<file path="src/rtl/lsu_access_ctrl_pkg.sv">
// lsu_access_ctrl_pkg: shared instruction IDs, exception causes and load/store decode
package lsu_access_ctrl_pkg;

    localparam logic [5:0] INSTR_LB  = 6'd16;
    localparam logic [5:0] INSTR_LH  = 6'd17;
    localparam logic [5:0] INSTR_LW  = 6'd18;
    localparam logic [5:0] INSTR_LD  = 6'd19;
    localparam logic [5:0] INSTR_LBU = 6'd20;
    localparam logic [5:0] INSTR_LHU = 6'd21;
    localparam logic [5:0] INSTR_LWU = 6'd22;
    localparam logic [5:0] INSTR_SB  = 6'd24;
    localparam logic [5:0] INSTR_SH  = 6'd25;
    localparam logic [5:0] INSTR_SW  = 6'd26;
    localparam logic [5:0] INSTR_SD  = 6'd27;

    localparam logic [3:0] EXC_LD_MISALIGN = 4'd4;
    localparam logic [3:0] EXC_ST_MISALIGN = 4'd6;

    typedef enum logic [1:0] {SZ_B, SZ_H, SZ_W, SZ_D} mem_size_e;

    typedef struct packed {
        logic      is_load;
        logic      is_unsigned;
        mem_size_e size;
    } mem_op_t;

    // Doubleword accesses and LWU only exist on a 64-bit datapath.
    function automatic logic is_mem(input logic [5:0] id, input int data_w);
        case (id)
            INSTR_LB, INSTR_LH, INSTR_LW, INSTR_LBU, INSTR_LHU,
            INSTR_SB, INSTR_SH, INSTR_SW: return 1'b1;
            INSTR_LD, INSTR_LWU, INSTR_SD: return data_w == 64;
            default: return 1'b0;
        endcase
    endfunction

    function automatic mem_op_t decode_op(input logic [5:0] id);
        mem_op_t op;
        op.is_load     = id inside {INSTR_LB, INSTR_LH, INSTR_LW, INSTR_LD, INSTR_LBU, INSTR_LHU, INSTR_LWU};
        op.is_unsigned = id inside {INSTR_LBU, INSTR_LHU, INSTR_LWU};
        op.size        = id inside {INSTR_LB, INSTR_LBU, INSTR_SB} ? SZ_B :
                         id inside {INSTR_LH, INSTR_LHU, INSTR_SH} ? SZ_H :
                         id inside {INSTR_LW, INSTR_LWU, INSTR_SW} ? SZ_W : SZ_D;
        return op;
    endfunction

endpackage

</file>
<file path="src/rtl/lsu_access_ctrl_load_align.sv">
// lsu_load_align: extracts a byte/half/word/double at a lane offset and sign/zero-extends it
module lsu_load_align
    import lsu_access_ctrl_pkg::*;
#(
    parameter int DATA_W = 32,
    localparam int OFF_W = $clog2(DATA_W/8)
) (
    input  logic [DATA_W-1:0] rdata,
    input  logic [OFF_W-1:0]  offset,
    input  mem_op_t           op,
    output logic [DATA_W-1:0] data
);

    logic [DATA_W-1:0] shifted;
    logic [DATA_W-1:0] mask;
    logic              sign;

    // The top bit of the mask marks the sign bit of the selected field.
    always_comb begin
        shifted = rdata >> {offset, 3'b000};
        mask    = ~({DATA_W{1'b1}} << (7'd8 << op.size));
        sign    = !op.is_unsigned && |(shifted & mask & ~(mask >> 1));
        data    = (shifted & mask) | (sign ? ~mask : '0);
    end

endmodule

</file>
<file path="src/rtl/lsu_access_ctrl.sv">
// lsu_access_ctrl: single-outstanding load/store unit between MEM stage and data memory
module lsu_access_ctrl
    import lsu_access_ctrl_pkg::*;
#(
    parameter int DATA_W = 32,
    parameter int ADDR_W = 32,
    parameter int TAG_W  = 5
) (
    input  logic                clk,
    input  logic                rst,
    input  logic                valid_in,
    output logic                ready_out,
    input  logic [5:0]          instr_id,
    input  logic [TAG_W-1:0]    rd_in,
    input  logic [DATA_W-1:0]   rs2_value,
    input  logic [ADDR_W-1:0]   mem_addr,
    input  logic                flush,
    output logic                mem_req_valid,
    input  logic                mem_req_ready,
    output logic                mem_req_we,
    output logic [ADDR_W-1:0]   mem_req_addr,
    output logic [DATA_W-1:0]   mem_req_wdata,
    output logic [DATA_W/8-1:0] mem_req_be,
    input  logic                mem_rsp_valid,
    input  logic [DATA_W-1:0]   mem_rsp_rdata,
    output logic                out_valid,
    output logic [DATA_W-1:0]   out_data,
    output logic [TAG_W-1:0]    out_rd,
    output logic                out_is_load,
    output logic                exc_valid,
    output logic [3:0]          exc_cause,
    output logic                stall
);

    localparam int BE_W  = DATA_W/8;
    localparam int OFF_W = $clog2(BE_W);

    typedef enum logic [2:0] {S_IDLE, S_REQ, S_WAIT, S_DONE, S_EXC} state_e;

    state_e            state, state_nxt;
    mem_op_t           op_in, op_q;
    logic              accept, misaligned, drop_q;
    logic [OFF_W-1:0]  off_in, off_q;
    logic [TAG_W-1:0]  rd_q;
    logic [ADDR_W-1:0] addr_q;
    logic [DATA_W-1:0] size_mask, wdata_in, wdata_q, ext_data, data_q;
    logic [BE_W-1:0]   be_in, be_q;

    always_comb begin
        op_in      = decode_op(instr_id);
        off_in     = mem_addr[OFF_W-1:0];
        accept     = state == S_IDLE && valid_in && is_mem(instr_id, DATA_W) && !flush;
        misaligned = |(off_in & OFF_W'((1 << op_in.size) - 1));
        size_mask  = ~({DATA_W{1'b1}} << (7'd8 << op_in.size));
        wdata_in   = (rs2_value & size_mask) << {off_in, 3'b000};
        be_in      = ~({BE_W{1'b1}} << (4'd1 << op_in.size)) << off_in;
    end

    lsu_load_align #(.DATA_W(DATA_W)) u_load_align (
        .rdata  (mem_rsp_rdata),
        .offset (off_q),
        .op     (op_q),
        .data   (ext_data)
    );

    always_ff @(posedge clk or negedge rst) begin
        if (!rst) state <= S_IDLE;
        else      state <= state_nxt;
    end

    // A grant that coincides with a flush has already reached memory: a load must
    // still drain its response (dropped), a store simply completes silently.
    always_comb begin
        state_nxt = state;
        case (state)
            S_IDLE:  state_nxt = accept ? (misaligned ? S_EXC : S_REQ) : S_IDLE;
            S_REQ:   state_nxt = mem_req_ready ? (op_q.is_load ? S_WAIT : (flush ? S_IDLE : S_DONE)) :
                                 flush ? S_IDLE : S_REQ;
            S_WAIT:  state_nxt = !mem_rsp_valid ? S_WAIT : (drop_q || flush) ? S_IDLE : S_DONE;
            default: state_nxt = S_IDLE;
        endcase
    end

    always_ff @(posedge clk or negedge rst) begin
        if (!rst) begin
            op_q    <= '0;
            off_q   <= '0;
            rd_q    <= '0;
            addr_q  <= '0;
            wdata_q <= '0;
            be_q    <= '0;
            data_q  <= '0;
            drop_q  <= 1'b0;
        end else begin
            if (accept) begin
                op_q    <= op_in;
                off_q   <= off_in;
                rd_q    <= rd_in;
                addr_q  <= {mem_addr[ADDR_W-1:OFF_W], OFF_W'(0)};
                wdata_q <= wdata_in;
                be_q    <= be_in;
                data_q  <= '0;
            end
            if (state == S_WAIT && mem_rsp_valid) data_q <= ext_data;
            drop_q <= state_nxt == S_WAIT && (drop_q || flush);
        end
    end

    always_comb begin
        ready_out     = state == S_IDLE;
        stall         = valid_in && state != S_IDLE;
        mem_req_valid = state == S_REQ;
        mem_req_we    = mem_req_valid && !op_q.is_load;
        mem_req_addr  = mem_req_valid ? addr_q : '0;
        mem_req_wdata = mem_req_we ? wdata_q : '0;
        mem_req_be    = mem_req_valid ? be_q : '0;
        out_valid     = state == S_DONE || state == S_EXC;
        exc_valid     = state == S_EXC;
        out_data      = state == S_DONE ? data_q : '0;
        out_rd        = out_valid ? rd_q : '0;
        out_is_load   = out_valid && op_q.is_load;
        exc_cause     = exc_valid ? (op_q.is_load ? EXC_LD_MISALIGN : EXC_ST_MISALIGN) : 4'd0;
    end

endmodule

</file>
<file path="config.mk">
export PLATFORM = sky130hd
export DESIGN_NAME = lsu_access_ctrl
export DESIGN_NICKNAME = d
export VERILOG_FILES = /design/src/rtl/lsu_access_ctrl_pkg.sv /design/src/rtl/lsu_access_ctrl_load_align.sv /design/src/rtl/lsu_access_ctrl.sv
export SDC_FILE = /design/constraint.sdc
export NUM_CORES = 1
export LEC_CHECK = 0
export CORE_UTILIZATION = 44
export DETAILED_ROUTE_END_ITERATION = 16
export PLACE_DENSITY = 0.8
export REMOVE_ABC_BUFFERS = 1
export SKIP_CTS_REPAIR_TIMING = 1
export SYNTH_ARGS = -nofsm -noshare
export SYNTH_HDL_FRONTEND = slang
export SYNTH_SLANG_ARGS = --single-unit
</file>
<file path="constraint.sdc">
create_clock -name clk -period 2.3 [get_ports clk]
set_input_delay 0.46 -clock clk [delete_from_list [all_inputs] [get_ports clk]]
set_output_delay 0.46 -clock clk [all_outputs]
set_load 0.01 [all_outputs]
</file>
==> out/qor.json, run 1 <==
{
  "achievable-frequency": {"value": 0.396, "unit": "GHz"},
  "share_clk_of_total_power": {"value": 0.378},
  "drv_slew": {"value": 0},
  "place_hpwl": {"value": 13400, "unit": "um"},
  "share_of_the_clock_period_used_by_the_worst_path": {"value": 1.10},
  "worst-path-max-fanout": {"value": 5},
  "synth.area.top_cells": {"value": "dfrtp_1 (46%), nand2_1 (11%), and2_1 (6.7%)"},
  "setup_viol_count_final": {"value": 43},
  "drive_gt1_frac": {"value": 0.164},
  "cts-htree-levels": {"value": 4},
  "cts_sinks": {"value": 113},
  "routabilityCongestion": {"value": 0.874},
  "sw_frac_of_total": {"value": 0.269},
  "setup_repair_after_global_routing_missed_its_margin": {"value": "yes"},
  "synth_top_family_by_area": {"value": "simple AND/OR/NAND/NOR gates"},
  "yosys-mux-area-fraction": {"value": 0.0695},
  "p_int": {"value": 4.81, "unit": "mW"},
  "synth_cell_type_count": {"value": 42},
  "min_path_type": {"value": "register to register"},
  "grt_pass1_vias": {"value": 5915},
  "drtIter0Drc": {"value": 495},
  "synth.avg_cell_area": {"value": 8.80, "unit": "sq um"},
  "power-per-cell-area": {"value": 681, "unit": "nW/um^2"},
  "final.min_clock_period": {"value": 2530, "unit": "ps"},
  "post-synth-top-count-cell": {"value": "nand2_1"},
  "antennaDiodeCount": {"value": 0},
  "summed_instance_area_of_the_synthesized_netlist": {"value": 6120, "unit": "sq um"},
  "io-pin-count": {"value": 229},
  "count_of_unresolved_drc_violations_after_routing": {"value": 0},
  "hold_violations": {"value": 0},
  "critPathMaxStageDelay": {"value": 570, "unit": "ps"},
  "postSynthCellCount": {"value": 695},
  "critPathBufInv": {"value": 2},
  "synth-async-reset-ratio": {"value": 1.00},
  "routedWlPerCell": {"value": 17.9, "unit": "um"},
  "clock_skew": {"value": 10.2, "unit": "ps"},
  "synth.yosys.warnings": {"value": 0},
  "final_nets": {"value": 1058},
  "comb_power_share": {"value": 0.206},
  "timing.critical_path.required": {"value": 1840, "unit": "ps"},
  "critical_path.endpoint_type": {"value": "primary output"},
  "number_of_core_rows": {"value": 42},
  "core_area": {"value": 13400, "unit": "sq um"},
  "ys_seq_area_frac": {"value": 0.462},
  "grt_remaining_overflow": {"value": 0},
  "worst_slack": {"value": -227, "unit": "ps"},
  "postPlaceCellArea": {"value": 8790, "unit": "sq um"},
  "global_route_wire_length_before_repair": {"value": 30500, "unit": "um"},
  "post_synth_xor_area_fraction": {"value": 0},
  "crit_chain": {"value": "nor3b_2 -> buf_4 -> nor2b_1 -> clkdlybuf4s50_1"},
  "synth_edf_count": {"value": 0},
  "run_status": {"value": "complete, but fails checks"},
  "clk_root_buffer_cell": {"value": "clkbuf_16"},
  "final_cells": {"value": 1131},
  "clkTransAtPathRegs": {"value": 50, "unit": "ps"},
  "placed_cells": {"value": 1088},
  "synth_largest_type_area_fraction": {"value": 0.462},
  "share_seq_of_total_power": {"value": 0.416},
  "vias_per_cell": {"value": 5.44},
  "cts_inserted_buffers": {"value": 17},
  "netlist.top_cell.by_area": {"value": "dfrtp_1"},
  "flop_and_latch_count_out_of_synthesis": {"value": 113},
  "power_switching": {"value": 1.77, "unit": "mW"},
  "fp.dieH": {"value": 120, "unit": "um"},
  "post_synth_fa_ha_maj_area_fraction": {"value": 0},
  "detail-route-antenna-nets": {"value": 0},
  "number_of_antenna_violations_at_the_first_check_in_global_routing": {"value": 1},
  "critical_path.top_delay_family": {"value": "buffers and inverters"},
  "vdd_ir_drop_max": {"value": 0.495, "unit": "mV"},
  "dr_total_vias": {"value": 6149},
  "max_cap_violations": {"value": 0},
  "cts_tree": {"value": "built"},
  "timing_worst_setup_path_type": {"value": "register to primary output"},
  "max-clock-path-buffers": {"value": 2},
  "postLayoutCellArea": {"value": 9650, "unit": "sq um"},
  "violations_in_the_final_reports": {"value": "setup timing"},
  "global_route_total_usage_across_every_layer": {"value": 0.271},
  "worst_hold_check_slack": {"value": 452, "unit": "ps"},
  "port_buffers": {"value": 224},
  "chipWidth": {"value": 120, "unit": "um"},
  "crit_path_top_delay_cell": {"value": "clkdlybuf4s50_1"},
  "grt_start_max_net_pins": {"value": 69},
  "design.die.area": {"value": 14400, "unit": "sq um"},
  "worstSkewPairLatency": {"value": 410, "unit": "ps"},
  "drt_first_pass_iters": {"value": 5},
  "synthTopCellsByCount": {"value": "nand2_1 (180), dfrtp_1 (113), and2_1 (66), clkbuf_1 (37), and3_1 (32)"},
  "fill_cells": {"value": 1017},
  "initial_core_util": {"value": 0.456},
  "synth_compound_area_frac": {"value": 0.126},
  "layout-area-overhead-vs-synth": {"value": 57.8, "unit": "%"},
  "worst_pin_slew": {"value": 629, "unit": "ps"},
  "startpoint_type": {"value": "register"},
  "total_wirelength": {"value": 20200, "unit": "um"},
  "timing.critical_path.arrival": {"value": 2070, "unit": "ps"},
  "power.leakage": {"value": 5.71, "unit": "nW"},
  "max-slew-margin-rel": {"value": 0.581},
  "synth_flop_cell": {"value": "dfrtp_1"},
  "synth_simple_gate_area_share": {"value": 0.294}
}
## flip-flops by register name (all words and copies together), names as in the netlist
| register | cells |
|---|---|
| data_q | 32 |
| wdata_q | 32 |
| addr_q | 30 |
| rd_q | 5 |
| be_q | 4 |
| op_q | 4 |
| state | 3 |
| off_q | 2 |
| drop_q | 1 |
## metrics by stage
stage                     utilization  setup slack, ps  setup TNS (ps)  total power, mW
final                           0.720             -227           -3460             6.58
after global placement          0.656             -320           -7820             4.00
after detailed placement        0.656             -388           -9900             4.06
after floorplan                     -            -1140         -120490             3.40
after global routing            0.720             -336           -6990             6.90
after CTS                       0.698             -390          -28090             6.56
## layout by cell type, fill, tap and decap left out, types with 3 or more instances in the layout
master and count:
o211ai_1 17, mux2i_1 23, nand4_1 9, a32oi_1 8, clkdlybuf4s50_1 122, nand2_1 180, buf_2 24, o22ai_1 8
dfrtp_1 111, a211oi_1 6, a21oi_1 16, buf_12 8, and3_1 32, nor2b_1 21, buf_4 48, o21a_1 9
a221o_1 17, clkbuf_16 20, clkinv_2 3, clkbuf_8 6, nor2_1 25, o21ai_0 23, buf_6 12, and2_4 3
conb_1 4, mux2_2 16, and2_1 63, dlymetal6s2s_1 68, nand3_1 16
## routing by layer
metal  up-vias  part of all wire  GRT usage
li1       2888                 -          -
met1      2964              0.42      0.351
met2       264              0.49      0.440
met3        31             0.072     0.0713
met4         2             0.019     0.0930
met5         -           0.00059          0
## worst reg2reg max path, cell delays in order (launching register included)
cell,delay (ps)
dfrtp_1,430
buf_6,210
nor3_2,310
and4_1,330
buf_4,310
o311ai_1,190
buf_4,190
o211ai_1,180
## final timing paths
path | start | end | slack (ps) | depth (start not counted)
worst max-delay path | state[2] | exc_cause[1] | -230 | 4
worst min register to register | addr_q[25] | addr_q[25] | 450 | 2
max in group asynchronous | rst | rd_q[1] | 1100 | 3
worst min-delay path | addr_q[25] | addr_q[25] | 450 | 2
min in group asynchronous | rst | data_q[16] | 480 | 2
worst max register to register | state[0] | wdata_q[24] | 60 | 7
## power by group through the flow
stage	Sequential [mW]	Clock, mW	Combinational (mW)
after floorplan	2.71	0	0.692
after detailed placement	2.75	0	1.31
after global placement	2.73	0	1.27
after CTS	2.72	2.51	1.33
final	2.74	2.48	1.36
after global routing	2.79	2.60	1.51
## cells by family (layout without fill, tap and decap cells)
kind of cell / after synthesis / count (layout)
AO/OA/AOI/OAI: 110 / 110
buffers and inverters: 63 / 320
flip-flops: 113 / 113
multiplexers: 40 / 40
other: 1 / 4
AND/OR/NAND/NOR: 368 / 368
## area by class of cell
cell class              count  area, sq um  area share
multi-input cells         522         3070       0.318
well taps                 176          220      0.0228
clock inverters             5         52.6     0.00544
flip-flops and latches    113         2830       0.293
inverters                   3         11.3     0.00117
repair buffers            288         2950       0.306
clock buffers              24          512      0.0530
(Power assumes the default switching activity.)
==> run 2, diff against run 1 <==
Settings changed: HOLD_SLACK_MARGIN set to 0.06, SLEW_MARGIN set to 30.
==> out/qor.json, run 2 (synthesized netlist as in run 1, its figures left out) <==
{
  "max-slew-margin-rel": {"value": 0.574, "change": "was 0.581"},
  "cts_tree": {"value": "built", "change": "unchanged"},
  "run_status": {"value": "complete, but fails checks", "change": "unchanged"},
  "largest_registers": {"value": "data_q x32, wdata_q x32, addr_q x30", "change": "unchanged"},
  "worst-path-max-fanout": {"value": 5, "change": "unchanged"},
  "core_area": {"value": 13400, "unit": "sq um", "change": "unchanged"},
  "max_cap_violations": {"value": 0, "change": "unchanged"},
  "antennaDiodeCount": {"value": 0, "change": "unchanged"},
  "violations_in_the_final_reports": {"value": "setup timing", "change": "unchanged"},
  "drv_slew": {"value": 0, "change": "unchanged"},
  "mostFrequentLayoutCell": {"value": "nand2_1", "change": "unchanged"},
  "routabilityCongestion": {"value": 0.874, "change": "unchanged"},
  "r2r_setup_slack": {"value": 120, "unit": "ps", "change": "was 60 ps"},
  "clkTransAtPathRegs": {"value": 50, "unit": "ps", "change": "about the same"},
  "worst_pin_slew": {"value": 639, "unit": "ps", "change": "was 629 ps"},
  "cts-htree-levels": {"value": 4, "change": "unchanged"},
  "final_nets": {"value": 1051, "change": "was 1058"},
  "vias_per_cell": {"value": 5.44, "change": "about the same"},
  "fp.dieH": {"value": 120, "unit": "um", "change": "unchanged"},
  "timing.critical_path.arrival": {"value": 2080, "unit": "ps", "change": "was 2070 ps"},
  "grt_start_max_net_pins": {"value": 69, "change": "unchanged"},
  "power.leakage": {"value": 5.53, "unit": "nW", "change": "was 5.71 nW"},
  "share_of_the_clock_period_used_by_the_worst_path": {"value": 1.10, "change": "about the same"},
  "grt_pass1_vias": {"value": 5915, "change": "unchanged"},
  "worst_hold_check_slack": {"value": 451, "unit": "ps", "change": "was 452 ps"},
  "number_of_core_rows": {"value": 42, "change": "unchanged"},
  "timing.critical_path.required": {"value": 1840, "unit": "ps", "change": "about the same"},
  "cts_inserted_buffers": {"value": 17, "change": "unchanged"},
  "max-clock-path-buffers": {"value": 2, "change": "unchanged"},
  "crit_path_top_delay_cell": {"value": "clkdlybuf4s50_1", "change": "unchanged"},
  "drive_gt1_frac": {"value": 0.120, "change": "was 0.164"},
  "chipWidth": {"value": 120, "unit": "um", "change": "unchanged"},
  "setup_viol_count_final": {"value": 62, "change": "was 43"},
  "startpoint_type": {"value": "register", "change": "unchanged"},
  "setup_repair_after_global_routing_missed_its_margin": {"value": "yes", "change": "unchanged"},
  "worstSkewPairLatency": {"value": 410, "unit": "ps", "change": "about the same"},
  "port_buffers": {"value": 224, "change": "unchanged"},
  "critical_path.endpoint_type": {"value": "primary output", "change": "unchanged"},
  "design.die.area": {"value": 14400, "unit": "sq um", "change": "unchanged"},
  "postPlaceCellArea": {"value": 8790, "unit": "sq um", "change": "unchanged"},
  "min_path_type": {"value": "register to register", "change": "unchanged"},
  "final.min_clock_period": {"value": 2540, "unit": "ps", "change": "was 2530 ps"},
  "crit_chain": {"value": "nor3b_2 -> buf_4 -> nor2b_1 -> clkdlybuf4s50_1", "change": "unchanged"},
  "hold_violations": {"value": 0, "change": "unchanged"},
  "grt_remaining_overflow": {"value": 0, "change": "unchanged"},
  "detailedPlace.worstSlack": {"value": -388, "unit": "ps", "change": "unchanged"},
  "cts_sinks": {"value": 113, "change": "unchanged"},
  "number_of_antenna_violations_at_the_first_check_in_global_routing": {"value": 1, "change": "unchanged"},
  "mostFrequentLayoutCells": {"value": "nand2_1 (180), clkdlybuf4s50_1 (156), dfrtp_1 (111)", "change": "was nand2_1 (180), clkdlybuf4s50_1 (122), dfrtp_1 (111)"},
  "fill_cells": {"value": 1029, "change": "was 1017"},
  "count_of_unresolved_drc_violations_after_routing": {"value": 0, "change": "unchanged"},
  "detail-route-antenna-nets": {"value": 0, "change": "unchanged"},
  "power-per-cell-area": {"value": 681, "unit": "nW/um^2", "change": "about the same"},
  "timing_worst_setup_path_type": {"value": "register to primary output", "change": "unchanged"},
  "io-pin-count": {"value": 229, "change": "unchanged"},
  "drt_first_pass_iters": {"value": 5, "change": "unchanged"},
  "achievable-frequency": {"value": 0.394, "unit": "GHz", "change": "was 0.396 GHz"},
  "clock_skew": {"value": 9.17, "unit": "ps", "change": "was 10.2 ps"},
  "vdd_ir_drop_max": {"value": 0.497, "unit": "mV", "change": "was 0.495 mV"},
  "drtIter0Drc": {"value": 503, "change": "was 495"},
  "clk_root_buffer_cell": {"value": "clkbuf_16", "change": "unchanged"},
  "global_route_wire_length_before_repair": {"value": 30500, "unit": "um", "change": "unchanged"},
  "place_hpwl": {"value": 13400, "unit": "um", "change": "unchanged"},
  "global_route_total_usage_across_every_layer": {"value": 0.271, "change": "unchanged"},
  "layout-area-overhead-vs-synth": {"value": 57.8, "unit": "%", "change": "about the same"},
  "worst_slack": {"value": -240, "unit": "ps", "change": "was -227 ps"},
  "routedWlPerCell": {"value": 17.7, "unit": "um", "change": "was 17.9 um"},
  "critPathMaxStageDelay": {"value": 570, "unit": "ps", "change": "about the same"},
  "postLayoutCellArea": {"value": 9650, "unit": "sq um", "change": "about the same"},
  "initial_core_util": {"value": 0.456, "change": "unchanged"},
  "final_core_util": {"value": 0.720, "change": "about the same"},
  "dr_total_vias": {"value": 6118, "change": "was 6149"},
  "total_wirelength": {"value": 19900, "unit": "um", "change": "was 20200 um"}
}
==> run 2: changes by cell type in the layout (fill, tap and decap cells not counted), moves of 3 or more <==
| cell | previous run | this run |
|---|---|---|
| clkdlybuf4s50_1 | 122 | 156 |
| and2_4 | 3 | 0 |
| and2_1 | 63 | 66 |
| buf_6 | 12 | 2 |
| buf_2 | 24 | 1 |
==> run 2: critical path: cells and delay by family (launching register included) <==
kind / cells / cell delay, ps
buffers and inverters: 2 / 730
flip-flops: 1 / 480
AND/OR/NAND/NOR: 2 / 460
==> run 2: where the power goes <==
group / internal, mW / switching, mW / leakage (nW)
clock network: 1.63 / 0.855 / 0.280
registers: 2.46 / 0.273 / 1.47
logic: 0.705 / 0.643 / 3.79
==> run 2: final timing paths <==
check	from	endpoint	depth (start not counted)
worst min-delay path	addr_q[25]	addr_q[25]	2
worst max register to register	state[0]	wdata_q[25]	7
worst min register to register	addr_q[25]	addr_q[25]	2
min in group asynchronous	rst	data_q[16]	2
worst max-delay path	state[2]	exc_cause[1]	4
max in group asynchronous	rst	rd_q[1]	3
==> run 2: cell type report <==
cell class / count / area [sq um] / share of cell area
clock buffers: 24 / 512 / 0.0530
multi-input cells: 522 / 3070 / 0.318
inverters: 3 / 11.3 / 0.00117
clock inverters: 5 / 52.6 / 0.00544
flip-flops and latches: 113 / 2830 / 0.293
repair buffers: 281 / 2960 / 0.306
well taps: 176 / 220 / 0.0228
==> run 2: metal layers <==
metal	vias up	track usage	routed length, um
met4	2	0.0930	350
met1	2930	0.351	8000
met3	28	0.0713	1680
met5	-	0	12
met2	292	0.440	9900
li1	2866	-	-
==> run 2: stage by stage <==
step                instances  setup TNS (ps)  total power, mW
finish                   1124          -10240             6.57
floorplan                 638         -120490             3.40
CTS                      1117          -28090             6.56
detailed placement       1088           -9900             4.06
global route             1124          -15530             6.89
global placement         1088           -7820             4.00
==> run 3, diff against run 2 <==
Settings changed: CORE_UTILIZATION 44 to 45, PLACE_DENSITY 0.8 to 0.81.
==> out/qor.json, run 3 (synthesized netlist as in run 1, its figures left out) <==
{
  "run_status": {"value": "complete, but fails checks", "change": "unchanged"},
  "violations_in_the_final_reports": {"value": "setup timing", "change": "unchanged"},
  "critical_path.endpoint_type": {"value": "primary output", "change": "unchanged"},
  "total_wirelength": {"value": 20800, "unit": "um", "change": "was 19900 um"},
  "max-clock-path-buffers": {"value": 2, "change": "unchanged"},
  "worst_pin_slew": {"value": 980, "unit": "ps", "change": "was 639 ps"},
  "drtIter0Drc": {"value": 497, "change": "was 503"},
  "r2r.worst_path.cells": {"value": 10, "change": "was 7"},
  "count_of_unresolved_drc_violations_after_routing": {"value": 0, "change": "unchanged"},
  "clkTransAtPathRegs": {"value": 60, "unit": "ps", "change": "was 50 ps"},
  "share_of_the_clock_period_used_by_the_worst_path": {"value": 1.07, "change": "was 1.10"},
  "drive_gt1_frac": {"value": 0.236, "change": "was 0.120"},
  "setup_viol_count_final": {"value": 51, "change": "was 62"},
  "detail-route-antenna-nets": {"value": 0, "change": "unchanged"},
  "design.die.area": {"value": 14100, "unit": "sq um", "change": "was 14400 sq um"},
  "clock_skew": {"value": 6.59, "unit": "ps", "change": "was 9.17 ps"},
  "initial_core_util": {"value": 0.462, "change": "was 0.456"},
  "vias_per_cell": {"value": 5.49, "change": "was 5.44"},
  "mostFrequentLayoutCell": {"value": "nand2_1", "change": "unchanged"},
  "final_core_util": {"value": 0.734, "change": "was 0.720"},
  "chipWidth": {"value": 119, "unit": "um", "change": "was 120 um"},
  "number_of_core_rows": {"value": 42, "change": "unchanged"},
  "routedWlPerCell": {"value": 18.1, "unit": "um", "change": "was 17.7 um"},
  "power-per-cell-area": {"value": 713, "unit": "nW/um^2", "change": "was 681 nW/um^2"},
  "min_path_type": {"value": "input pin to asynchronous set/reset pin", "change": "was register to register"},
  "max_cap_violations": {"value": 0, "change": "unchanged"},
  "largest_registers": {"value": "data_q x32, wdata_q x32, addr_q x30", "change": "unchanged"},
  "io-pin-count": {"value": 229, "change": "unchanged"},
  "worst_slack": {"value": -166, "unit": "ps", "change": "was -240 ps"},
  "startpoint_type": {"value": "register", "change": "unchanged"},
  "postPlaceCellArea": {"value": 8780, "unit": "sq um", "change": "was 8790 sq um"},
  "postLayoutCellArea": {"value": 9720, "unit": "sq um", "change": "was 9650 sq um"},
  "final.min_clock_period": {"value": 2470, "unit": "ps", "change": "was 2540 ps"},
  "drt_first_pass_iters": {"value": 5, "change": "unchanged"},
  "global_route_total_usage_across_every_layer": {"value": 0.273, "change": "was 0.271"},
  "grt_pass1_vias": {"value": 5809, "change": "was 5915"},
  "fill_cells": {"value": 960, "change": "was 1029"},
  "cts_sinks": {"value": 113, "change": "unchanged"},
  "fp.dieH": {"value": 119, "unit": "um", "change": "was 120 um"},
  "global_route_wire_length_before_repair": {"value": 30100, "unit": "um", "change": "was 30500 um"},
  "cts_inserted_buffers": {"value": 17, "change": "unchanged"},
  "timing.critical_path.arrival": {"value": 2010, "unit": "ps", "change": "was 2080 ps"},
  "routabilityCongestion": {"value": 0.836, "change": "was 0.874"},
  "setup_tns": {"value": -2740, "unit": "ps", "change": "was -10240 ps"},
  "detailedPlace.worstSlack": {"value": -306, "unit": "ps", "change": "was -388 ps"},
  "layout-area-overhead-vs-synth": {"value": 58.9, "unit": "%", "change": "was 57.8%"},
  "core_area": {"value": 13200, "unit": "sq um", "change": "was 13400 sq um"},
  "vdd_ir_drop_max": {"value": 0.421, "unit": "mV", "change": "was 0.497 mV"},
  "timing.critical_path.required": {"value": 1840, "unit": "ps", "change": "about the same"},
  "setup_repair_after_global_routing_missed_its_margin": {"value": "yes", "change": "unchanged"},
  "worst-path-max-fanout": {"value": 9, "change": "was 5"},
  "grt_remaining_overflow": {"value": 0, "change": "unchanged"},
  "place_hpwl": {"value": 13000, "unit": "um", "change": "was 13400 um"},
  "antennaDiodeCount": {"value": 0, "change": "unchanged"},
  "placed_cells": {"value": 1084, "change": "was 1088"},
  "mostFrequentLayoutCells": {"value": "nand2_1 (180), dfrtp_1 (110), clkdlybuf4s50_1 (110)", "change": "was nand2_1 (180), clkdlybuf4s50_1 (156), dfrtp_1 (111)"},
  "hold_violations": {"value": 0, "change": "unchanged"},
  "number_of_antenna_violations_at_the_first_check_in_global_routing": {"value": 1, "change": "unchanged"},
  "max-slew-margin-rel": {"value": 0.345, "change": "was 0.574"},
  "cts-htree-levels": {"value": 4, "change": "unchanged"},
  "cts_tree": {"value": "built", "change": "unchanged"},
  "port_buffers": {"value": 224, "change": "unchanged"},
  "achievable-frequency": {"value": 0.405, "unit": "GHz", "change": "was 0.394 GHz"},
  "power": {"value": 6.93, "unit": "mW", "change": "was 6.57 mW"},
  "final_cells": {"value": 1148, "change": "was 1124"},
  "worstSkewPairLatency": {"value": 410, "unit": "ps", "change": "about the same"},
  "worst_hold_check_slack": {"value": 109, "unit": "ps", "change": "was 451 ps"},
  "timing_worst_setup_path_type": {"value": "register to primary output", "change": "unchanged"},
  "clk_root_buffer_cell": {"value": "clkbuf_16", "change": "unchanged"},
  "power.leakage": {"value": 5.33, "unit": "nW", "change": "was 5.53 nW"},
  "drv_slew": {"value": 0, "change": "unchanged"},
  "grt_start_max_net_pins": {"value": 114, "change": "was 69"},
  "dr_total_vias": {"value": 6308, "change": "was 6118"},
  "final_nets": {"value": 1072, "change": "was 1051"}
}
## run 3: cell types whose count changed in the layout (fill, tap and decap cells not counted), moves of 3 or more
cell	change
and2_1	-11
and2_4	+11
buf_12	+3
buf_2	+48
buf_4	+8
buf_6	+20
buf_8	+3
bufinv_16	+3
clkbuf_16	+4
clkbuf_2	+11
clkbuf_8	-4
clkdlybuf4s50_1	-46
dlymetal6s2s_1	-29
## run 3: worst max-delay path, stage by stage, from the launching register on
cell and delay, ps:
dfrtp_2 470, buf_6 140, nor4_4 270, buf_6 160
buf_6 100, buf_12 110, buf_4 110, and2_1 110
buf_2 120
## run 3: final timing paths
path / from / endpoint / slack (ps)
setup / recovery: state[2] / mem_req_wdata[13] / -170
hold / removal: rst / wdata_q[10] / 110
setup reg to reg: state[2] / data_q[12] / 130
hold reg to reg: addr_q[30] / addr_q[30] / 460
max in group asynchronous: rst / data_q[25] / 1680
min in group clk: addr_q[30] / addr_q[30] / 460
## run 3: routing by layer
layer,vias up,wire length (um),GRT usage
li1,2915,-,-
met1,3022,8550,0.363
met2,326,9860,0.424
met3,43,1870,0.0748
met4,2,468,0.104
met5,-,13,0
## run 3: report_power, final
part	leakage (nW)	switching, mW	internal [mW]	total [mW]
registers	1.46	0.281	2.46	2.74
logic	3.57	0.667	0.732	1.40
clock network	0.296	0.921	1.86	2.78
## run 3: final cells by class
| class | instances | area, sq um | share of cell area |
|---|---|---|---|
| multi-input combinational | 522 | 3130 | 0.322 |
| timing repair buffer | 302 | 2910 | 0.299 |
| sequential | 113 | 2830 | 0.291 |
| clock buffer | 22 | 464 | 0.0477 |
| tap | 176 | 220 | 0.0227 |
| clock inverter | 10 | 158 | 0.0162 |
| inverter | 3 | 11.3 | 0.00116 |
